**config.mk**
```make
export PLATFORM = sky130hd
export DESIGN_NAME = if_fetch_unit
export DESIGN_NICKNAME = d
export VERILOG_FILES = /design/src/rtl/if_fetch_pkg.sv /design/src/rtl/if_fetch_unit_fifo.sv /design/src/rtl/if_fetch_unit.sv
export SDC_FILE = /design/constraint.sdc
export NUM_CORES = 1
export LEC_CHECK = 0
export CORE_UTILIZATION = 52
export CTS_CLUSTER_SIZE = 28
export DETAILED_ROUTE_END_ITERATION = 10
export HOLD_SLACK_MARGIN = 0.15
export PLACE_DENSITY = 0.81
export SETUP_SLACK_MARGIN = 0.5
export SLEW_MARGIN = 20
export SYNTH_ARGS = -nofsm -noshare
export SYNTH_HDL_FRONTEND = slang
export SYNTH_HIERARCHICAL = 1
export SYNTH_SLANG_ARGS = --single-unit
```
**constraint.sdc**
```tcl
create_clock -name clk -period 10 [get_ports clk]
set_input_delay 2 -clock clk [delete_from_list [all_inputs] [get_ports clk]]
set_output_delay 2 -clock clk [all_outputs]
set_load 0.02 [all_outputs]
```
**src/rtl/if_fetch_pkg.sv**
```systemverilog
// if_fetch_pkg: shared fetch-unit state encoding, fault constant and entry sizing
package if_fetch_pkg;
  typedef enum logic [1:0] {
    IDLE  = 2'd0,
    REQ   = 2'd1,
    DROP  = 2'd2,
    FAULT = 2'd3
  } state_t;
  localparam logic [31:0] FAULT_INSTR = 32'h0000_0000;
  localparam int FAULT_W = 1;
  function automatic int entry_w(int aw, int dw);
    return aw + dw + FAULT_W;
  endfunction
endpackage

```
**src/rtl/if_fetch_unit_fifo.sv**
```systemverilog
// fetch_fifo: small synchronous FIFO of {pc, instr, fault} entries with flush clear
module fetch_fifo #(
  parameter int W     = 65,
  parameter int DEPTH = 2
) (
  input  logic                         clk,
  input  logic                         rst,
  input  logic                         clear,
  input  logic                         push,
  input  logic                         pop,
  input  logic [W-1:0]                 din,
  output logic [W-1:0]                 dout,
  output logic [$clog2(DEPTH+1)-1:0]   count,
  output logic                         full,
  output logic                         empty
);
  localparam int PW = DEPTH > 1 ? $clog2(DEPTH) : 1;
  localparam int CW = $clog2(DEPTH + 1);
  logic [W-1:0]  mem [DEPTH];
  logic [PW-1:0] wr_ptr, rd_ptr;
  function automatic logic [PW-1:0] nxt(logic [PW-1:0] p);
    return p == PW'(DEPTH - 1) ? '0 : p + PW'(1);
  endfunction
  assign full  = count == CW'(DEPTH);
  assign empty = count == '0;
  assign dout  = mem[rd_ptr];
  // storage and pointers; clear drops every entry, push with pop keeps count
  always_ff @(posedge clk) begin
    if (!rst) begin
      wr_ptr <= '0;
      rd_ptr <= '0;
      count  <= '0;
      for (int i = 0; i < DEPTH; i++) mem[i] <= '0;
    end else if (clear) begin
      wr_ptr <= '0;
      rd_ptr <= '0;
      count  <= '0;
    end else begin
      if (push) begin
        mem[wr_ptr] <= din;
        wr_ptr      <= nxt(wr_ptr);
      end
      if (pop) rd_ptr <= nxt(rd_ptr);
      count <= count + CW'(push) - CW'(pop);
    end
  end
endmodule

```
**src/rtl/if_fetch_unit.sv**
```systemverilog
// if_fetch_unit: PC-driven instruction fetch over a handshaked memory into a decode buffer
module if_fetch_unit
  import if_fetch_pkg::*;
#(
  parameter int ADDR_W = 32,
  parameter int DATA_W = 32,
  parameter int DEPTH  = 2
) (
  input  logic              clk,
  input  logic              rst,
  input  logic [ADDR_W-1:0] pc,
  output logic              pc_en,
  input  logic              flush,
  output logic              imem_req,
  output logic [ADDR_W-1:0] imem_addr,
  input  logic              imem_ack,
  input  logic [DATA_W-1:0] imem_rdata,
  output logic              if_valid,
  output logic [ADDR_W-1:0] if_pc,
  output logic [DATA_W-1:0] if_instr,
  output logic              if_fault,
  input  logic              id_ready
);
  localparam int W  = entry_w(ADDR_W, DATA_W);
  localparam int CW = $clog2(DEPTH + 1);
  state_t        state;
  logic          push, full, empty, issue_ok, aligned;
  logic [W-1:0]  din;
  logic [CW-1:0] count;
  assign aligned  = pc[1:0] == 2'b00;
  assign issue_ok = state == IDLE && !flush && !full;
  assign pc_en    = rst && state == REQ && imem_ack && !flush;
  assign push     = pc_en || (issue_ok && !aligned);
  assign din      = state == REQ ? {imem_addr, imem_rdata, 1'b0} : {pc, DATA_W'(FAULT_INSTR), 1'b1};
  assign if_valid = count != '0;
  fetch_fifo #(.W(W), .DEPTH(DEPTH)) u_fifo (
    .clk   (clk),
    .rst   (rst),
    .clear (flush),
    .push  (push),
    .pop   (!empty && id_ready),
    .din   (din),
    .dout  ({if_pc, if_instr, if_fault}),
    .count (count),
    .full  (full),
    .empty (empty)
  );
  // fetch sequencing: issue on free space, hold request until ack, discard after redirect, stall on misaligned pc
  always_ff @(posedge clk) begin
    if (!rst) begin
      state     <= IDLE;
      imem_req  <= 1'b0;
      imem_addr <= '0;
    end else begin
      case (state)
        IDLE: if (issue_ok) begin
          state    <= aligned ? REQ : FAULT;
          imem_req <= aligned;
          if (aligned) imem_addr <= pc;
        end
        REQ: if (imem_ack || flush) begin
          state    <= imem_ack ? IDLE : DROP;
          imem_req <= !imem_ack;
        end
        DROP: if (imem_ack) begin
          state    <= IDLE;
          imem_req <= 1'b0;
        end
        FAULT: if (flush) state <= IDLE;
        default: state <= IDLE;
      endcase
    end
  end
endmodule
```
# Yosys cells after proc, flatten, opt, wreduce, memory -nomap -nowiden

Memories as Yosys holds them, arrays and structs flattened. A register that Yosys moved wholly into a read port is not among the register bits.
Index checks and enable logic that the tools add are counted.

Register bits after elaboration: 39
Bits in writable memories: 130
Output and inout port bits: 100
Word-level logic and storage cells: 68
Memories kept: 1

Memories:

| name       | words | bits a word | read ports | clocked after Yosys merged registers in | wr ports | RTL line                 | RTL |
|---|---|---|---|---|---|---|---|
| u_fifo.mem | 2     | 65          | 1          | 1                                       | 2        | if_fetch_unit_fifo.sv:19 | `logic [W-1:0] mem [DEPTH];` |

$add $sub $neg: 4
Equality and inequality tests: 8
Mux-type cells: 24
Bitwise operators: 1
Reduce and logical (&&, ||, !) cells: 24

Operators by type and width:

| kind                | number |
|---|---|
| $mux 65             | 2 |
| $reduce_or 65->1    | 1 |
| $mux 1              | 14 |
| $mux 2              | 6 |
| $pmux 2 s4          | 1 |
| $reduce_and 4->1    | 2 |
| $logic_and 1x1->1   | 7 |
| $eq 2x2->1 const B  | 3 |
| $logic_not 2->1     | 3 |
| $ne 2x2->1 const B  | 3 |
| $logic_not 1->1     | 5 |
| $pmux 1 s3          | 1 |
| $reduce_and 3->1    | 1 |
| $reduce_bool 3->1   | 1 |
| $add 1x1->1 const B | 2 |
| $add 2x1->2         | 1 |
| $eq 2x1->1 const B  | 1 |
| $logic_or 1x1->1    | 2 |
| $ne 2x1->1 const B  | 1 |
| $reduce_bool 2->1   | 1 |
| $reduce_or 2->1     | 1 |
| $sub 2x1->2         | 1 |
| $not 1->1           | 1 |

# Logic depth before layout (Yosys ltp)

Word-level depth: 11
Depth in mapped cells: 9
Gate-level depth less buffers: 8

# Modules after synthesis

The synthesis kept the hierarchy.

By module, submodules not included:

| module        | instances | cells each | area each (um^2) | seq. area each (um^2) |
|---|---|---|---|---|
| fetch_fifo    | 1         | 387        | 6010.8           | 4003.8 |
| if_fetch_unit | 1         | 245        | 2243.4           | 700.7 |

# Worst setup path before layout

Ideal clock, no wire load.

Path kind: input -> register
From: input rst
To: memory u_fifo.mem[0][0], enable pin
Data arrival time: 7432 ps
Data required time: 9422 ps
Slack: 1990 ps
Stages: 5
Buffers on the path: 1
Cells stage by stage: clkbuf_1 and3_1 o21bai_1 nand2b_1 o21ai_0

RTL lines:

| item        | RTL line                 | RTL |
|---|---|---|
| from (decl) | if_fetch_unit.sv:10      | `input logic rst,` |
| to (decl)   | if_fetch_unit_fifo.sv:19 |  |

# Final worst setup path

From: input flush
To: output pc_en

Word-level cells in the longest chain between the ends: 2

Ends and longest elaborated chain:

| item              | RTL line            | RTL |
|---|---|---|
| from (decl)       | if_fetch_unit.sv:13 | `input logic flush,` |
| $logic_not 1->1   | if_fetch_unit.sv:32 | `assign pc_en = rst && state == REQ && imem_ack && !flush;` |
| $logic_and 1x1->1 | if_fetch_unit.sv:32 |  |
| to (decl)         | if_fetch_unit.sv:12 | `output logic pc_en,` |

No other way between the ends.

==> results.py <==
metrics = {
    "placed_design": {
        "routabilityCongestion": 0.7833,
        "port_buffers": 168,
        "hpwl_mm": 10.75,
    },
    "logic_synthesis": {
        "synth-warning-count": 6,
        "synth.avg_cell_area_sq_um": 13.06,
        "synth_seq_cells": 170,
        "synth_top_area_share_pct": 47.29,
        "yosys-top-cells-area": "edfxtp_1 (47%), mux2_2 (13%), and3_1 (10%)",
        "ys_async_sr_fraction_pct": 0,
        "ys_types": 38,
        "ys_seq_area_share_pct": 57.00,
        "netlist_area_sq_um": 8254,
        "synth_nets": 709,
        "synth_top_flop_cell": "edfxtp_1",
        "synth_top_area_cell": "edfxtp_1",
        "synth_edf_count": 130,
        "postSynthCellCount": 632,
    },
    "cts": {
        "cts_resized": 0,
        "path_clk_slew_ps": 60,
        "clk_path_buf_depth": 2,
        "clockRootBuffer": "clkbuf_16",
        "clock-sinks": 170,
        "cts-buffers-inserted": 17,
        "ctsHtreeMaxLevel": 4,
        "ctsHoldBuffers": 0,
        "cts_tree": "done",
        "post_cts.repair.setup_buffers": 0,
        "clk_latency_ps": 420,
    },
    "timing": {
        "rsz0062_at_grt": "no",
        "tightest_slew_ps": 1030,
        "final-setup-viol-count": 0,
        "skew_ps": 12.57,
        "hold_viol": 0,
        "fin_crit_ps": 5685,
        "maxSlewHeadroom_pct": 31.07,
        "drv_slew": 0,
        "fin_tns_setup_ps": 0,
        "fmax_mhz": 175.9,
        "min_period_over_period_pct": 56.85,
    },
    "setup_path": {
        "required_ps": 8000,
        "worst_setup_path_start_kind": "input pin",
        "arrival_ps": 3690,
        "critPathMaxFanout": 8,
        "crit_path_end_kind": "output port",
        "path_class": "in2out",
    },
    "global_routing": {
        "gr-usage-all-layers_pct": 22.55,
        "gr-total-overflow": 0,
        "grt_max_degree": 132,
        "antenna_found_initial": 0,
        "first_global_vias": 5459,
        "grt_pass1_wl_mm": 28.14,
    },
    "power_and_ir_drop": {
        "p_per_area_nw_per_um2": 194.7,
        "total_leakage_power_nw": 4.243,
        "ir_drop_uv": 201.9,
    },
    "floorplanning": {
        "die_w_um": 128.0,
        "io_pins": 169,
        "die_h_um": 128.0,
        "die-area_sq_um": 16380,
        "start_util_pct": 53.70,
        "core_area_sq_um": 15370,
        "row_count": 45,
    },
    "detailed_routing": {
        "routed_via_density": 5.418,
        "vias": 5402,
        "drt_first_pass_iters": 5,
        "wl_per_cell_um": 17.92,
        "route.detailed.drc": 0,
        "antenna_left": 0,
        "wl_mm": 17.86,
        "drt-initial-drc-count": 343,
    },
    "final_layout": {
        "area_growth_pct": 26.95,
        "most-common-layout-cells": "clkdlybuf4s50_1 (168), and3_1 (134), edfxtp_1 (130), mux2_2 (97), nand2_1 (56)",
        "nets": 850,
        "final_common_cell": "clkdlybuf4s50_1",
        "fin_util_pct": 68.17,
        "fillers": 1078,
        "area.sequential_sq_um": 4708,
        "drive_above_1_share_pct": 23.28,
        "multiInputGateArea_sq_um": 3151,
        "antenna_cells": 0,
    },
    "outcome": {
        "status": "finished clean",
    },
    "run": {
        "max_cap_viol_count": 0,
    },
    "hold_path": {
        "hold_path_class": "reg2reg",
    },
}
## layer usage
layer	up-vias	routed length, um	track usage (%)
li1	2565	-	-
met2	166	8711	37.34
met3	13	1045	5.885
met1	2658	7988	29.20
met5	-	0	0
met4	0	118	6.574
## path summary, 6_finish.rpt
| path | endpoint | slack, ps | startpoint | cells past startpoint |
|---|---|---|---|---|
| worst max-delay path | pc_en | 4310 | flush | 4 |
| worst min-delay path | imem_req$_SDFFE_PN0P_ | 470 | imem_req$_SDFFE_PN0P_ | 2 |
| worst min register to register | imem_req$_SDFFE_PN0P_ | 470 | imem_req$_SDFFE_PN0P_ | 2 |
| worst max register to register | u_fifo/mem[1][34]$_SDFFCE_PN0P_ | 6740 | state[1]$_SDFFE_PN0P_ | 8 |
## flip-flops by register name, indices dropped and copies added (netlist names), named ones only
| name | flops |
|---|---|
| imem_req | 1 |
| u_fifo/count | 2 |
| state | 2 |
| u_fifo/wr_ptr | 1 |
| imem_addr | 32 |
| u_fifo/rd_ptr | 1 |
| u_fifo/mem | 130 |
## cells by family after synthesis
| family | share of synthesized area (%) |
|---|---|
| and+or+nand+nor | 17.95 |
| DFF | 57.00 |
| muxes | 13.60 |
| buffers and inverters | 5.229 |
| AOI/OAI and AO/OA | 4.638 |
| adders and majority gates | 1.213 |
| xor gates and xnor gates | 0.3790 |
## synthesized netlist by cell type, types with 2 or more instances
cell type / instances
nand2b_1: 4
edfxtp_1: 130
a21boi_2: 30
buf_6: 16
ha_1: 8
inv_1: 4
buf_2: 10
nand2_1: 56
nor2b_1: 4
and2_1: 34
o21ai_0: 4
nor3_1: 2
and3_1: 134
dfxtp_1: 40
nand2_2: 10
buf_4: 15
mux2i_1: 3
o21bai_1: 2
clkbuf_1: 8
nor2_1: 4
mux2_2: 97
## layout make-up
type                            count  share of cell area (%)
Timing Repair Buffer              174                   16.60
Tap cell                          211                   2.519
Clock buffer                       27                   5.206
Clock inverter                      5                  0.5015
Sequential cell                   170                   44.93
Multi-Input combinational cell    405                   30.07
Inverter                            5                  0.1791
## where the power goes
part / switching, W / total, W / internal, W
Clock: 0.000256 / 0.000654 / 0.000399
Sequential: 0.0000302 / 0.000858 / 0.000828
Combinational: 0.000283 / 0.000528 / 0.000245
Total: 0.000569 / 0.00204 / 0.00147
## metrics by stage
step           worst slack, ps  area [sq um]  hold WS, ps  cells  power (W)
2_1_floorplan             1990          8254        481.3    632   0.001217
3_3_place_gp              4346          9859        457.3    964   0.001378
3_5_place_dp              4329          9879        451.1    965   0.001400
4_1_cts                   4316         10480        468.7    997   0.002053
5_1_grt                   4214         10480        484.2    997   0.002127
6_report                  4315         10480        468.8    997   0.002040
## critical path: stages
cell	delay, ps
clkdlybuf4s50_1	640
nor2b_1	250
and3_1	200
clkdlybuf4s50_1	600
(Power assumes the default switching activity.)
